<file path="config.mk">
export PLATFORM = sky130hd
export DESIGN_NAME = load_store_unit
export DESIGN_NICKNAME = d
export VERILOG_FILES = /design/src/rtl/load_store_unit.sv
export SDC_FILE = /design/constraint.sdc
export NUM_CORES = 1
export LEC_CHECK = 0
export CORE_UTILIZATION = 35
export DETAILED_ROUTE_END_ITERATION = 10
export MAX_ROUTING_LAYER = met4
export PLACE_DENSITY = 0.68
export SYNTH_ARGS = -nofsm -noshare
export SYNTH_HDL_FRONTEND = slang
export SYNTH_SLANG_ARGS = --single-unit
</file>
<file path="constraint.sdc">
create_clock -name clk -period 2.2 [get_ports clk]
set_input_delay 0.33 -clock clk [delete_from_list [all_inputs] [get_ports clk]]
set_output_delay 0.33 -clock clk [all_outputs]
set_load 0.01 [all_outputs]
</file>
<file path="src/rtl/load_store_unit.sv">
// Load/store stage in front of the data memory: takes one LDR/STR at a time,
// forms the ARM-style effective address, drives the memory for one access,
// and hands the Rd/Rn writeback results to the register file.
module load_store_unit #(
    parameter int unsigned MEM_WORDS    = 16,
    parameter int unsigned ADDR_W       = 4,
    parameter int unsigned READ_LATENCY = 1
) (
    input  logic              clk,
    input  logic              rst,
    // request from execute
    input  logic              req_valid,
    output logic              req_ready,
    input  logic              req_load,
    input  logic [31:0]       req_base,
    input  logic [11:0]       req_offset,
    input  logic              req_up,
    input  logic              req_pre,
    input  logic              req_wback,
    input  logic [3:0]        req_rd,
    input  logic [3:0]        req_rn,
    input  logic [31:0]       req_store_data,
    // data memory
    output logic [ADDR_W-1:0] mem_addr,
    output logic [31:0]       mem_write_data,
    output logic              mem_ldr_str_en,
    output logic              mem_load_en,
    output logic              mem_store_en,
    input  logic [31:0]       mem_read_data,
    // writeback to register file
    output logic              wb_valid,
    input  logic              wb_ready,
    output logic              wb_rd_en,
    output logic [3:0]        wb_rd,
    output logic [31:0]       wb_rd_data,
    output logic              wb_rn_en,
    output logic [3:0]        wb_rn,
    output logic [31:0]       wb_rn_data,
    output logic              fault
);

    typedef enum logic [1:0] {
        IDLE,
        ACCESS,
        WAIT,
        RESP
    } state_t;

    localparam logic [31:0] BYTE_LIMIT = 32'(MEM_WORDS * 4);
    localparam logic [1:0]  CNT_LAST   = 2'(READ_LATENCY - 1);

    state_t            state_q, state_d;
    logic              load_q, load_d;
    logic [ADDR_W-1:0] addr_q, addr_d;
    logic [31:0]       store_data_q, store_data_d;
    logic [3:0]        rd_q, rd_d;
    logic [3:0]        rn_q, rn_d;
    logic [31:0]       rn_data_q, rn_data_d;
    logic [31:0]       rd_data_q, rd_data_d;
    logic              fault_q, fault_d;
    logic              rd_en_q, rd_en_d;
    logic              rn_en_q, rn_en_d;
    logic [1:0]        cnt_q, cnt_d;

    logic [31:0]       off_c;
    logic [31:0]       sum_c;
    logic [31:0]       ea_c;
    logic              fault_c;

    // Effective address and fault detection for the request on the input port
    always_comb begin
        off_c   = {20'd0, req_offset};
        sum_c   = req_up ? (req_base + off_c) : (req_base - off_c);
        ea_c    = req_pre ? sum_c : req_base;
        fault_c = (ea_c[1:0] != 2'b00) || (ea_c >= BYTE_LIMIT);
    end

    // Next-state logic and request capture
    always_comb begin
        state_d      = state_q;
        load_d       = load_q;
        addr_d       = addr_q;
        store_data_d = store_data_q;
        rd_d         = rd_q;
        rn_d         = rn_q;
        rn_data_d    = rn_data_q;
        rd_data_d    = rd_data_q;
        fault_d      = fault_q;
        rd_en_d      = rd_en_q;
        rn_en_d      = rn_en_q;
        cnt_d        = cnt_q;
        case (state_q)
            IDLE: begin
                if (req_valid) begin
                    load_d       = req_load;
                    addr_d       = ea_c[ADDR_W+1:2];
                    store_data_d = req_store_data;
                    rd_d         = req_rd;
                    rn_d         = req_rn;
                    rn_data_d    = sum_c;
                    fault_d      = fault_c;
                    rd_en_d      = req_load && !fault_c;
                    // a load into its own base register keeps the loaded value
                    rn_en_d      = (!req_pre || req_wback) && !fault_c &&
                                   !(req_load && (req_rd == req_rn));
                    cnt_d        = '0;
                    state_d      = fault_c ? RESP : ACCESS;
                end
            end
            ACCESS: begin
                cnt_d   = '0;
                state_d = load_q ? WAIT : RESP;
            end
            WAIT: begin
                if (cnt_q == CNT_LAST) begin
                    rd_data_d = mem_read_data;
                    state_d   = RESP;
                end else begin
                    cnt_d = cnt_q + 2'd1;
                end
            end
            RESP: begin
                if (wb_ready) begin
                    state_d = IDLE;
                end
            end
            default: state_d = IDLE;
        endcase
    end

    // State and captured-request registers
    always_ff @(posedge clk or negedge rst) begin
        if (!rst) begin
            state_q      <= IDLE;
            load_q       <= 1'b0;
            addr_q       <= '0;
            store_data_q <= '0;
            rd_q         <= '0;
            rn_q         <= '0;
            rn_data_q    <= '0;
            rd_data_q    <= '0;
            fault_q      <= 1'b0;
            rd_en_q      <= 1'b0;
            rn_en_q      <= 1'b0;
            cnt_q        <= '0;
        end else begin
            state_q      <= state_d;
            load_q       <= load_d;
            addr_q       <= addr_d;
            store_data_q <= store_data_d;
            rd_q         <= rd_d;
            rn_q         <= rn_d;
            rn_data_q    <= rn_data_d;
            rd_data_q    <= rd_data_d;
            fault_q      <= fault_d;
            rd_en_q      <= rd_en_d;
            rn_en_q      <= rn_en_d;
            cnt_q        <= cnt_d;
        end
    end

    // Memory and writeback outputs decoded from the current state
    always_comb begin
        req_ready      = (state_q == IDLE);
        mem_addr       = addr_q;
        mem_ldr_str_en = (state_q == ACCESS) || (state_q == WAIT);
        mem_load_en    = ((state_q == ACCESS) && load_q) || (state_q == WAIT);
        mem_store_en   = (state_q == ACCESS) && !load_q;
        mem_write_data = mem_store_en ? store_data_q : '0;
        wb_valid       = (state_q == RESP);
        wb_rd_en       = wb_valid && rd_en_q;
        wb_rn_en       = wb_valid && rn_en_q;
        fault          = wb_valid && fault_q;
        wb_rd          = wb_valid ? rd_q : '0;
        wb_rn          = wb_valid ? rn_q : '0;
        wb_rd_data     = wb_valid ? rd_data_q : '0;
        wb_rn_data     = wb_valid ? rn_data_q : '0;
    end

endmodule

</file>
# Word level (Yosys, flattened, before mapping)

Index checks and enable logic that the tools add are counted.

Register bits after elaboration: 116
Latch bits: 0
Memory bits (writable): 0
Bits in read-only memories: 0
Bits of input ports: 124
Output and inout port bits: 116
Logic and storage cells: 65
Memories kept: 0

Add/subtract/negate cells: 3
$mul: 0
Div/mod/pow operators: 0
Magnitude comparators: 1
Equal/unequal tests: 8
Shifts and indexed selects: 0
Muxes and demuxes: 16
Bitwise operators: 0
Reductions and logical operators: 25

Operators with widths:

| kind                  | number |
|---|---|
| $mux W32              | 5 |
| $add A32 B12 Y32      | 1 |
| $ge A32 B7 Y1 const B | 1 |
| $sub A32 B12 Y32      | 1 |
| $mux W2               | 6 |
| $logic_and A1 B1 Y1   | 9 |
| $mux W4               | 2 |
| $pmux W2 S4           | 1 |
| $ne A2 B2 Y1 const B  | 3 |
| $pmux W2 S3           | 1 |
| $reduce_and A3 Y1     | 2 |
| $eq A2 B2 Y1 const B  | 2 |
| $eq A4 B4 Y1          | 1 |
| $logic_not A1 Y1      | 4 |
| $logic_not A2 Y1      | 2 |
| $logic_or A1 B1 Y1    | 4 |
| $reduce_and A2 Y1     | 2 |
| $reduce_bool A3 Y1    | 1 |
| $add A2 B1 Y2 const B | 1 |
| $eq A2 B1 Y1 const B  | 1 |
| $ne A2 B1 Y1 const B  | 1 |
| $reduce_bool A2 Y1    | 1 |
| $mux W1               | 1 |

# Logic depth before layout (Yosys ltp)

Depth in word-level cells: 8
Depth in mapped cells: 18
Mapped depth without buffers: 17

# Worst setup path before layout

OpenSTA, ideal clock, no wires.

Path type: input to register
Start: input port req_offset[4]
End: register fault_q
Library setup time: 0.126 ns
Arrival time: 4.231 ns
Required time: 2.074 ns
Path slack: -2.157 ns
Cell stages on the path: 18
Path buffers: 1
Path through: or3_1 > nor3b_2 > nand2_1 > nor3_1 > ha_1 > mux2_2 > ha_1 > buf_6 > nand4_4 > or3_4 > o32a_4 > a311oi_2 > a221oi_2 > a2111oi_2 > and4b_1 > nand4_1 > o21ai_2 > a21oi_1

Cells in the longest elaborated chain, start to end: 5
Elaborated cells between the ends (all ways): 6
Those cells by class: add/sub: 2; order compare: 1; mux: 2; reduce/logical: 1

Ends and longest elaborated chain:

| element                                                     | RTL line | source |
|---|---|---|
| start: declaration                                          | 16       | `input logic [11:0] req_offset,` |
| $sub A32 B12 Y32 / $add A32 B12 Y32 (equally long branches) | 73       | `sum_c = req_up ? (req_base + off_c) : (req_base - off_c);` |
| $mux W32 (*)                                                | 73       |  |
| $mux W32 (*)                                                | 74       | `ea_c = req_pre ? sum_c : req_base;` |
| $ge A32 B7 Y1 (*)                                           | 75       | `fault_c = (ea_c[1:0] != 2'b00) \|\| (ea_c >= BYTE_LIMIT);` |
| $logic_or A1 B1 Y1 (*)                                      | 75       |  |
| end signal: assignment                                      | 155      | `fault_q <= fault_d;` |
| end: declaration                                            | 60       | `logic fault_q, fault_d;` |

Every way passes the cells marked *; elsewhere a longest branch is shown, timed or not.
A chain may end at the register's enable or synchronous reset.

# Worst setup path after layout

Start: input port req_offset[5]
End: register rn_en_q

Cells in the longest elaborated chain, start to end: 8
Elaborated cells between the ends (all ways): 9
Those cells by class: add/sub: 2; order compare: 1; mux: 2; reduce/logical: 4

Ends and longest elaborated chain:

| element                                                     | RTL line | source |
|---|---|---|
| $sub A32 B12 Y32 / $add A32 B12 Y32 (equally long branches) | 73       |  |
| $mux W32 (*)                                                | 73       |  |
| $mux W32 (*)                                                | 74       |  |
| $ge A32 B7 Y1 (*)                                           | 75       |  |
| $logic_or A1 B1 Y1 (*)                                      | 75       |  |
| $logic_not A1 Y1 (*)                                        | 104      | `rn_en_d = (!req_pre \|\| req_wback) && !fault_c &&` |
| $logic_and A1 B1 Y1 (*) (2 in a row)                        | 104      |  |
| end signal: assignment                                      | 157      | `rn_en_q <= rn_en_d;` |
| end: declaration                                            | 62       | `logic rn_en_q, rn_en_d;` |

Marked as above.

==> metrics.txt <==
Cell Area, Synth around 7700 sq um; crit-path cells buf_6 > or3_4 > nor3b_4 > nand2_1 > nor3_2 > ha_1 > mux2_4 > ha_4 > buf_6 > nand2_4 > o211ai_1 > a21oi_2 > a211oi_2 > o31a_1 > a311oi_2 > nor4bb_4 > nand4_1 > o21ai_2 > a22o_1; row cnt 53; Post-synth EDFFs 0; post-synthesis to final-layout area growth 72.87%; worst slew pin tran roughly 0.46 ns; post-synth cell types between 70 and 80; vias in the first global route 7596; post-synthesis xor/xnor area fraction 0.04208; Synth Area in Compound Gates 0.1366; core area 21290 sq um; Clk pwr share 0.205; share of layout cells above drive strength 1 0.4402; Syn Area/Cell 9.687 sq um; Hold Path Class in -> async; clock skew roughly 0.0057 ns; GRT Overall Usage 0.2414; Max Freq ~0.26 GHz; status finished, violations left; port buffer count approximately 240; Final Worst Setup Slack -1.694 ns; vias per cell approximately 5.0; Gate Count Post-Synth between 700 and 800; register bit count reported by yosys 116; routed vias 7637; clock latency on the worst-skew pair about 0.4 ns; routability congestion estimate about 0.97; r2r setup slk between 0.3 and 0.4 ns; I/O pin cnt 240; final hold vios 0; R2R depth 7; die width between 150 and 200 microns; global-route wire length before repair roughly 40000 microns; top cells by count, synth 116 x dfrtp_1, 110 x and2_1, 91 x mux2_2; NetSw roughly 0.0046 W; combinational share of power 0.519; Slew Viols, Final 0; Finish-stage setup viols 32; antenna viol nets, final 0; largest cells by area after synthesis dfrtp_1 38%, mux2_2 13%, and2_1 8.9%; post-synthesis adder-cell area fraction 0.06434; Reg power frac 0.276; top cell type's share of synthesized area 0.3769; Crit path max-delay family compound AO/OA/AOI/OAI gates; WL/cell between 15 and 20 microns; drt total wl 26530 microns; Crit Path Max Fanout 6; drt initial violations 285; die area ~23000 sq um; RR Startpoint state_q[0]; crit path capture type flop; Syn Nets about 960; layout net count ~1400; hpwl dp a little under 20000 microns; Slowest-stage cell, CP or3_4; drt drc 0; TritonCTS clock tree built; Worst EP arrival between 4 and 5 ns; Syn. warnings 0; Antenna Cells 0; Synth area leader dfrtp_1; R2R Path End state_q[0]; top_reg_cell synth dfrtp_1; post-synthesis simple-gate area fraction 0.2042; H-tree Lvls 4; final worst path period share 1.770; antenna violations before repair 0; crit path buf inv count 2; Worst-path clk slew around 0.060 ns; CTS Buffer Depth 2; Final Power about 0.013 W; Leak ~6.1 nW; Initial Util 0.3618; P_int roughly 0.0087 W; critical path data required time 2.55 ns; most common cell in the synthesized netlist dfrtp_1; peak supply drop around 0.6 mV; Critical Path Most Common Cell buf_6; sequential element share of the synthesized area 0.3769; Root Driver clkbuf_16; CTS buffer count 17; RSZ-0062 raised after global routing true; CP startpoint kind primary input; Critical Path Max Stage Delay 0.39 ns; Min Clock Period, post-route around 3.9 ns; Placement Setup Slack -2.478 ns; max_cap viols 0; largest net degree at the start of global routing 74; Net Sw Frac 0.3454; Clock Sinks roughly 120; WS Path Type in -> reg; relative slew slack 0.6911; largest family of logic cells by synthesized area simple AND/OR/NAND/NOR gates; failing checks setup timing; overflow left after global routing 0; post-synthesis mux area share 0.1383; P per Cell Area ~990 nW/um^2; ys async rst share 1.000; Die H between 150 and 200 microns; drt pass-1 iters 4
power by group through the flow:
stage	sequential, W	clock [W]	combinational (W)
after floorplan	0.00352	0	0.00329
after global placement	0.00360	0	0.00621
after detailed placement	0.00367	0	0.00630
after CTS	0.00365	0.00277	0.00675
after global routing	0.00378	0.00286	0.00741
final	0.00365	0.00271	0.00686
area by class of cell:
type / instances / area (sq um)
clock buffer: 17 / 425.4
tap: 275 / 344.1
sequential: 116 / 2904
clock inverter: 15 / 157.7
inverter: 21 / 93.84
multi-input combinational: 613 / 5296
fill: 1751 / 7974
timing repair buffer: 463 / 4091
what timing repair did:
item | in CTS | in global routing
gates cloned | 6 | 0
setup buffers | 26 | 19
resized for setup | 372 | 149
endpoints found under the hold margin | 11 | 0
hold buffers | 1 | 0
endpoints found under the setup margin | 148 | 100
pin swaps | 65 | 48
state kept, by name, summed over array words and instances, names as in the netlist:
name	count
cnt_q	2
fault_q	1
load_q	1
mem_addr	4
rd_data_q	32
rd_en_q	1
rd_q	4
rn_data_q	32
rn_en_q	1
rn_q	4
state_q	2
store_data_q	32
cell families (layout without fill, tap and decap cells):
family,Yosys count,in the layout
and+or+nand+nor,279,279
muxes,95,95
buffers and inverters,66,516
AOI/OAI and AO/OA,163,163
xor gates and xnor gates,37,37
adders and majority gates,39,39
DFF,116,116
how the worst max path moves through the flow:
stage               cells past startpoint  slack [ns]     startpoint      end
finish                                 19       -1.69  req_offset[5]  rn_en_q
global route                           19       -1.93  req_offset[5]  rn_en_q
CTS                                    18       -1.67  req_offset[4]  rn_en_q
detailed placement                     18       -2.48  req_offset[3]  rn_en_q
global placement                       18       -2.41  req_offset[3]  rn_en_q
floorplan                              18       -1.98  req_offset[3]  fault_q
routing by layer:
layer  GRT usage  up-vias  wire length [microns]  share of wire
li1            -     3738                      -              -
met1      0.2828     3647                  11080           0.42
met2      0.4166      218                  13390           0.50
met3     0.03788       34                   1550          0.058
met4     0.08737        0                    504          0.019
met5           -        -                      0              0
cells in the final DEF, fill, tap and decap left out, types with 7 or more instances in the layout:
master / Yosys / layout
o21ai_1: 8 / 15
xnor2_2: 0 / 9
dlygate4sd2_1: 0 / 21
clkbuf_16: 0 / 17
nor3_1: 15 / 8
nand4_1: 18 / 18
ha_1: 38 / 32
nand2_1: 57 / 52
nor4_1: 11 / 9
xor2_1: 20 / 17
and2_4: 0 / 11
and2_1: 110 / 99
dfrtp_1: 116 / 115
a21o_1: 10 / 10
xnor2_1: 17 / 7
a21oi_1: 53 / 28
mux2_2: 91 / 86
inv_1: 21 / 18
nor2_1: 30 / 26
o21ai_0: 39 / 20
buf_12: 0 / 8
o21ai_2: 1 / 11
a21oi_2: 0 / 21
clkbuf_2: 0 / 34
buf_2: 9 / 24
clkdlybuf4s15_1: 0 / 26
clkdlybuf4s50_1: 0 / 118
buf_6: 3 / 41
buf_4: 2 / 183
per-stage QoR:
| stage | utilization | setup TNS [ns] | instance area [sq um] | std cells | hold WS (ns) |
|---|---|---|---|---|---|
| 3_5_place_dp | 0.5581 | -59.19 | 11880 | 1449 | 0.1927 |
| 3_3_place_gp | 0.5581 | -58.24 | 11880 | 1449 | 0.1933 |
| 6_report | 0.6254 | -29.53 | 13310 | 1520 | 0.3530 |
| 4_1_cts | 0.6183 | -30.51 | 13160 | 1514 | 0.3002 |
| 2_1_floorplan | - | -31.65 | 7873 | 795 | 0.03441 |
| 5_1_grt | 0.6254 | -34.12 | 13310 | 1520 | 0.3803 |
Note: power is estimated with default switching activity, not from simulation.
